[config.mk]
export PLATFORM = sky130hd
export DESIGN_NAME = sb_rx_data_decoder
export DESIGN_NICKNAME = d
export VERILOG_FILES = /design/src/rtl/sb_rx_data_decoder.sv
export SDC_FILE = /design/constraint.sdc
export NUM_CORES = 1
export LEC_CHECK = 0
export ABC_AREA = 1
export BUFFER_PORTS_ARGS = -buffer_cell sky130_fd_sc_hd__buf_2
export CORE_MARGIN = 3
export CORE_UTILIZATION = 30
export DETAILED_ROUTE_END_ITERATION = 10
export MAX_ROUTING_LAYER = met4
export SETUP_SLACK_MARGIN = 0.02
export SYNTH_ARGS = -nofsm -noshare
export SYNTH_HDL_FRONTEND = slang
export SYNTH_SLANG_ARGS = --single-unit
export TNS_END_PERCENT = 30
[constraint.sdc]
create_clock -name i_clk -period 5.3 [get_ports i_clk]
set_clock_uncertainty 0.15 [all_clocks]
set_input_delay 1.06 -clock i_clk [delete_from_list [all_inputs] [get_ports i_clk]]
set_output_delay 1.06 -clock i_clk [all_outputs]
set_load 0.02 [all_outputs]
[src/rtl/sb_rx_data_decoder.sv]
// Sideband RX data decoder: checks a deframed 64-bit payload against the
// captured LTSM context and presents the recovered 16-bit data until acked.
// Ports: i_clk/i_rst clock and async reset; i_pkt_valid/i_pkt_has_data/
// i_payload packet in; i_state/i_sub_state/i_msg_no/i_point_sweep_test_en/
// i_point_sweep_test context; i_data_ack consumer ack; o_data_bus/
// o_data_valid/o_msg_no held result; o_overrun/o_fmt_err/o_timeout pulses.
module sb_rx_data_decoder #(
    parameter int CHECK_PAD      = 1,
    parameter int TIMEOUT_CYCLES = 255,
    parameter int TIMEOUT_W      = 8
) (
    input  logic        i_clk,
    input  logic        i_rst,
    input  logic        i_pkt_valid,
    input  logic        i_pkt_has_data,
    input  logic [63:0] i_payload,
    input  logic [3:0]  i_state,
    input  logic [3:0]  i_sub_state,
    input  logic [3:0]  i_msg_no,
    input  logic        i_point_sweep_test_en,
    input  logic [1:0]  i_point_sweep_test,
    input  logic        i_data_ack,
    output logic [15:0] o_data_bus,
    output logic        o_data_valid,
    output logic [3:0]  o_msg_no,
    output logic        o_overrun,
    output logic        o_fmt_err,
    output logic        o_timeout
);

    typedef enum logic [1:0] {
        S_IDLE,
        S_DECODE,
        S_HOLD
    } state_t;

    state_t               state_q, state_d;
    logic [63:0]          pay_q, pay_d;
    logic [3:0]           st_q, st_d;
    logic [3:0]           sub_q, sub_d;
    logic [3:0]           cmsg_q, cmsg_d;
    logic                 ten_q, ten_d;
    logic [1:0]           tst_q, tst_d;
    logic [TIMEOUT_W-1:0] cnt_q, cnt_d;
    logic [15:0]          data_q, data_d;
    logic [3:0]           msg_q, msg_d;
    logic                 valid_q, valid_d;
    logic                 ovr_q, ovr_d;
    logic                 fmt_q, fmt_d;
    logic                 to_q, to_d;

    logic                 pkt;
    logic                 acc;
    logic                 dec_ok;
    logic                 pad_ok;
    logic [15:0]          dec_data;
    logic [TIMEOUT_W:0]   cnt_inc;
    logic                 to_hit;

    assign pkt = i_pkt_valid & i_pkt_has_data;
    assign acc = pkt & ((state_q == S_IDLE) |
                        ((state_q == S_HOLD) & i_data_ack));

    // Extra bit so the compare cannot wrap before reaching the limit.
    assign cnt_inc = {1'b0, cnt_q} + (TIMEOUT_W + 1)'(1);
    assign to_hit  = (TIMEOUT_CYCLES != 0) &&
                     (cnt_inc == (TIMEOUT_W + 1)'(TIMEOUT_CYCLES));

    always_comb begin
        dec_ok   = 1'b0;
        pad_ok   = 1'b0;
        dec_data = 16'h0000;
        if (ten_q && cmsg_q == 4'd1) begin
            // Five data bits scattered around a 16-bit all-ones marker.
            dec_data = {11'b0, pay_q[59], pay_q[11], pay_q[7:6], pay_q[0]};
            pad_ok   = (pay_q[58:43] == 16'hFFFF) &&
                       (pay_q[63:60] == 4'h0) &&
                       (pay_q[42:12] == 31'h0) &&
                       (pay_q[10:8] == 3'h0) &&
                       (pay_q[5:1] == 5'h0);
            dec_ok   = pad_ok || (CHECK_PAD == 0);
        end else if (ten_q && (tst_q == 2'd0 || tst_q == 2'd2)) begin
            dec_data = pay_q[63:48];
            pad_ok   = (pay_q[47:0] == 48'h0);
            dec_ok   = pad_ok || (CHECK_PAD == 0);
        end else if (ten_q) begin
            dec_ok   = 1'b0;
        end else if (st_q == 4'd3 && sub_q == 4'd0) begin
            dec_data = {5'b0, pay_q[63:53]};
            pad_ok   = (pay_q[52:0] == 53'h0);
            dec_ok   = pad_ok || (CHECK_PAD == 0);
        end else if (st_q == 4'd3 && sub_q == 4'd4) begin
            dec_data = pay_q[63:48];
            pad_ok   = (pay_q[47:0] == 48'h0);
            dec_ok   = pad_ok || (CHECK_PAD == 0);
        end
    end

    always_comb begin
        state_d = state_q;
        pay_d   = pay_q;
        st_d    = st_q;
        sub_d   = sub_q;
        cmsg_d  = cmsg_q;
        ten_d   = ten_q;
        tst_d   = tst_q;
        cnt_d   = cnt_q;
        data_d  = data_q;
        msg_d   = msg_q;
        valid_d = valid_q;
        ovr_d   = 1'b0;
        fmt_d   = 1'b0;
        to_d    = 1'b0;

        unique case (state_q)
            S_IDLE: begin
                if (pkt) state_d = S_DECODE;
            end
            S_DECODE: begin
                ovr_d = pkt;
                if (dec_ok) begin
                    data_d  = dec_data;
                    msg_d   = cmsg_q;
                    valid_d = 1'b1;
                    cnt_d   = '0;
                    state_d = S_HOLD;
                end else begin
                    fmt_d   = 1'b1;
                    state_d = S_IDLE;
                end
            end
            S_HOLD: begin
                if (i_data_ack) begin
                    valid_d = 1'b0;
                    state_d = pkt ? S_DECODE : S_IDLE;
                end else begin
                    ovr_d = pkt;
                    cnt_d = cnt_q + 1'b1;
                    if (to_hit) begin
                        valid_d = 1'b0;
                        to_d    = 1'b1;
                        state_d = S_IDLE;
                    end
                end
            end
            default: state_d = S_IDLE;
        endcase

        if (acc) begin
            pay_d  = i_payload;
            st_d   = i_state;
            sub_d  = i_sub_state;
            cmsg_d = i_msg_no;
            ten_d  = i_point_sweep_test_en;
            tst_d  = i_point_sweep_test;
        end
    end

    always_ff @(posedge i_clk or posedge i_rst) begin
        if (i_rst) begin
            state_q <= S_IDLE;
            pay_q   <= '0;
            st_q    <= '0;
            sub_q   <= '0;
            cmsg_q  <= '0;
            ten_q   <= 1'b0;
            tst_q   <= '0;
            cnt_q   <= '0;
            data_q  <= '0;
            msg_q   <= '0;
            valid_q <= 1'b0;
            ovr_q   <= 1'b0;
            fmt_q   <= 1'b0;
            to_q    <= 1'b0;
        end else begin
            state_q <= state_d;
            pay_q   <= pay_d;
            st_q    <= st_d;
            sub_q   <= sub_d;
            cmsg_q  <= cmsg_d;
            ten_q   <= ten_d;
            tst_q   <= tst_d;
            cnt_q   <= cnt_d;
            data_q  <= data_d;
            msg_q   <= msg_d;
            valid_q <= valid_d;
            ovr_q   <= ovr_d;
            fmt_q   <= fmt_d;
            to_q    <= to_d;
        end
    end

    assign o_data_bus   = data_q;
    assign o_data_valid = valid_q;
    assign o_msg_no     = msg_q;
    assign o_overrun    = ovr_q;
    assign o_fmt_err    = fmt_q;
    assign o_timeout    = to_q;

endmodule
======== Yosys cells after proc, flatten, opt, wreduce, memory -nomap -nowiden ========
Index checks and enable logic that the tools add are counted.
storage, ports and cells
  word-level logic and storage cells ...... 85
  output and inout bits ................... 24
  register bits after elaboration ......... 113
  input bits .............................. 84
cells by class
  multiplexer cells ....................... 30
  bitwise operators ....................... 4
  $add $sub $neg .......................... 2
  equality and inequality tests ........... 12
  reductions and logical operators ........ 23
operators with widths
  operator                count
  $mux W16                5
  $logic_not A53 Y1       1
  $logic_not A48 Y1       1
  $logic_not A31 Y1       1
  $eq A16 B16 Y1 const B  1
  $mux W8                 2
  $pmux W8 S2             1
  $mux W1                 15
  $add A8 B1 Y9 const B   1
  $eq A9 B8 Y1 const B    1
  $add A8 B1 Y8 const B   1
  $logic_and A1 B1 Y1     8
  $logic_not A4 Y1        2
  $mux W2                 4
  $ne A2 B2 Y1 const B    3
  $pmux W2 S3             1
  $reduce_and A3 Y1       2
  $logic_not A5 Y1        1
  $eq A2 B2 Y1 const B    2
  $eq A4 B1 Y1 const B    1
  $eq A4 B2 Y1 const B    1
  $eq A4 B3 Y1 const B    1
  $logic_not A2 Y1        2
  $pmux W1 S2             2
  other kinds (8)         11

======== Depth between registers and ports, before layout ========
  depth after elaboration ................. 9
  gate-level depth with buffers ........... 13
  depth with buffers taken out ............ 13

======== Least setup slack after synthesis ========
No wires, ideal clock.
  kind .................................... input to register
  start point ............................. input i_data_ack
  end point ............................... register pay_q[30]
  data arrival time ....................... 2.067 ns
  stages on the path ...................... 6
  path slack .............................. 2.958 ns
  library setup time ...................... 0.125 ns
  data required time ...................... 5.025 ns
  cell sequence ........................... nand2_2 -> nand2_1 -> nand2_1 -> buf_2 -> buf_4 -> mux2_2
between the ends
  word-level cells in the longest chain between the ends .. 3
RTL lines
  item                  line  text
  from (decl)           22    input logic i_data_ack,
  $and A1 B1 Y1         62    ((state_q == S_HOLD) & i_data_ack));
  $or A1 B1 Y1          61    assign acc = pkt & ((state_q == S_IDLE) |
  $and A1 B1 Y1         61
  to (signal assigned)  177   pay_q <= pay_d;
  to (decl)             38    logic [63:0] pay_q, pay_d;
Every way passes these cells.
A chain may end at the register's enable or synchronous reset.

======== Final worst setup path ========
  start point ............................. input i_data_ack
  end point ............................... register pay_q[51]
The elaborated chain is that of the path after synthesis.

==> reports/qor.csv <==
stage,metric,value,unit
floorplan,dieArea,18900,µm²
power_and_ir_drop,vdd_drop_max,0.000220,V
timing,fin_crit_sh,50.9,%
critical_path,arrival,2.82,ns
floorplan,core,16800,µm²
detailed_routing,drtIter0Drc,281,
synth,synthTopCellsByArea,"dfrtp_1, mux2_2, nand2_1, nor2_1, inv_1",
critical_path,max_stage_delay,0.71,ns
place,port-buffer-count,106,
global_routing,grt_pass1_wl,19200,µm
critical_path,crit_required,5.42,ns
critical_path,cp_max_fo,80,
timing,rsz0062_at_grt,no,
timing,slew_violations,0,
critical_path,cp_num_buf_inv,2,
timing,final.setup.tns,0,ns
global_routing,grt_overflow,0,
synth,synth_nets,647,
power_and_ir_drop,switchingPower,0.980,mW
place,dpl_cell_area,5930,µm²
power_and_ir_drop,intPower,1.90,mW
detailed_routing,dr.pass1.iters,4,
power_and_ir_drop,pwr-share-clk,22.9,%
clock_network,clock_sinks,112,
synth,syn-instance-count,557,
power_and_ir_drop,power.density,462,nW/µm²
floorplan,die_x,138,µm
clock_network,post_cts_buffers,0,
detailed_routing,viasPerCell,4.40,
timing,worst_pin_slew,1.02,ns
timing,hold_viol,0,
timing,slew_headroom,32.1,%
floorplan,die_y,138,µm
synth,avgSynthCellArea,9.32,µm²
clock_network,cts_repair_resize_count,0,
place,gp_routability_congestion,0.798,
clock_network,htreeDepth,3,
critical_path,critPathLaunchType,input pin,
clock_network,cts_buffer_depth,2,
clock_network,numCtsBuffers,9,
synth,synth_largest_area_cell,dfrtp_1,
synth,yosysUniqueCellTypes,29,
global_routing,grt_pass1_vias,3826,
cells_and_area,layout-drive-gt1-share,29.7,%
clock_network,clk_latency,0.36,ns
global_routing,grt_usage,13.4,%
global_routing,antenna_found_initial,5,
detailed_routing,postRouteAntennaNets,0,
timing,post-route-worst-setup-slack,2.60,ns
cells_and_area,areaGrowthSynthToFinish,19.9,%
critical_path,crit_chain,buf_2 -> nand2_2 -> nand2_1 -> nand2_4 -> buf_4 -> nor2_1 -> a21oi_1,
critical_path,critPathTopFamily,simple AND/OR/NAND/NOR gates,
detailed_routing,drt-total-wl,11700,µm
place,hpwl,8550,µm
flow_run,cap_viol_max_count,0,
clock_network,cts_tree,done,
floorplan,row_count,47,
critical_path,worstSetupEndpointType,flip-flop,
detailed_routing,drc_errors,0,
floorplan,io_pins,108,
outcome,status,"finished, final reports clean",
power_and_ir_drop,seq_power_share,48.0,%
timing,max_freq,371,MHz
clock_network,root_buffer,clkbuf_16,
power_and_ir_drop,switching_share,34.1,%
synth,ys_seq_area_share,54.0,%
detailed_routing,vias,3910,
detailed_routing,wire_per_inst,13.2,µm
cells_and_area,final_nets,749,
synth,synth.top_cell.area_share,54.0,%
clock_network,cts_hold_buf,0,
global_routing,grt_max_degree,81,
synth,synthesis.area,5190,µm²
clock_network,cts.clk_slew.worst_paths,0.07,ns
timing,fin_crit,2.70,ns
synth,ys_seq_elements,112,
critical_path,worst-setup-path-type,in -> reg,
synth,ys.warnings.count,0,
floorplan,start_util,31.0,%
power_and_ir_drop,combPwrFrac,29.1,%
critical_path,cp_slowest_cell,nand2_4,
cells_and_area,stdcell_area,6230,µm²
place,place_ws,2.24,ns
hold_path,min_path_type,reg -> reg,
power_and_ir_drop,leakagePower,3.15,nW
timing,finalSetupViolCount,0,
[sequential cells by signal, indices dropped and copies added (netlist names)]
signal,cells
ten_q,1
o_timeout,1
sub_q,4
pay_q,64
st_q,4
tst_q,1
cmsg_q,4
cnt_q,8
o_data_bus,16
o_overrun,1
state_q,2
o_fmt_err,1
o_msg_no,4
o_data_valid,1
[path summary, 6_finish.rpt]
kind                              from     endpoint  slack, ns  depth (start not counted)
hold / removal             o_msg_no[3]  o_msg_no[3]       0.33                          2
hold reg to reg            o_msg_no[3]  o_msg_no[3]       0.33                          2
setup / recovery            i_data_ack    pay_q[51]       2.60                          7
min in group asynchronous        i_rst    pay_q[31]       0.67                          3
setup reg to reg            state_q[0]    pay_q[51]       2.72                          8
max in group asynchronous        i_rst     cnt_q[6]       3.50                          3
[worst min-delay path, stage by stage, from the launching register on]
cell and delay (ns):
dfrtp_1 0.34, nand2_1 0.06, nand2_1 0.05
[power by group through the flow]
stage | combinational (mW) | sequential, mW | clock (mW)
finish | 0.837 | 1.38 | 0.658
global route | 0.965 | 1.43 | 0.718
CTS | 0.851 | 1.38 | 0.690
detailed placement | 0.848 | 1.40 | 0
global placement | 0.835 | 1.39 | 0
floorplan | 0.669 | 1.34 | 0
[synthesized netlist by cell type]
| cell type | instances |
|---|---|
| buf_2 | 11 |
| o22ai_1 | 2 |
| o21bai_1 | 1 |
| nand4_1 | 15 |
| nor2_1 | 79 |
| nand2_2 | 2 |
| o21ai_0 | 19 |
| inv_2 | 3 |
| nand3_1 | 24 |
| nor3_1 | 3 |
| mux2_2 | 61 |
| buf_1 | 1 |
| a21oi_1 | 20 |
| clkbuf_1 | 2 |
| nor2_2 | 1 |
| inv_1 | 58 |
| nor2_4 | 1 |
| nand3_2 | 1 |
| nand2_1 | 118 |
| ha_1 | 6 |
| o21ai_2 | 1 |
| o21ai_1 | 9 |
| clkbuf_2 | 1 |
| buf_4 | 1 |
| or2_2 | 1 |
| dfrtp_1 | 112 |
| nor3b_1 | 1 |
| buf_6 | 2 |
| o211ai_1 | 1 |
[metal layers]
layer / global-route usage, % / routed length, µm / share of wire (%)
met2: 19.6 / 5190 / 44
met4: 4.82 / 100 / 0.85
met1: 17.3 / 5570 / 48
met5: - / 0 / 0
met3: 4.64 / 860 / 7.3
[metrics by stage]
stage	hold WS (ns)	power (mW)	cells	utilization [%]
final	0.331	2.88	889	37.1
after CTS	0.339	2.92	884	37.1
after detailed placement	0.319	2.25	868	35.4
after global placement	0.313	2.23	868	35.4
after floorplan	0.309	2.01	557	-
after global routing	0.364	3.11	889	37.1
[cell families after synthesis]
logic type               count (synthesis)  share of synthesized area [%]
multiplexers                            61                           13.2
AO/OA/AOI/OAI                           53                           5.32
AND/OR/NAND/NOR                        246                           19.7
adder cells (fa/ha/maj)                  6                           1.45
buffers and inverters                   79                           6.36
flip-flops                             112                           54.0
[final cells by class]
| type | count | area (µm²) |
|---|---|---|
| Clock inverter | 5 | 40.0 |
| Multi-Input combinational cell | 366 | 2070 |
| Tap cell | 220 | 275 |
| Timing Repair Buffer | 109 | 553 |
| Antenna cell | 5 | 12.5 |
| Fill cell | 1759 | 10500 |
| Sequential cell | 112 | 2800 |
| Inverter | 61 | 231 |
| Clock buffer | 11 | 243 |
[placed cells by master, fill, tap and decap left out, types with 5 or more instances in the layout]
cell and count:
mux2_2 61, o21ai_0 19, o21ai_1 9, nand4_1 15, nand2_1 117, nor2_1 79
ha_1 6, diode_2 5, nand3_1 24, clkbuf_16 9, dfrtp_1 112, buf_2 106
a21oi_1 20, inv_1 57
Note: power is estimated with default switching activity, not from simulation.
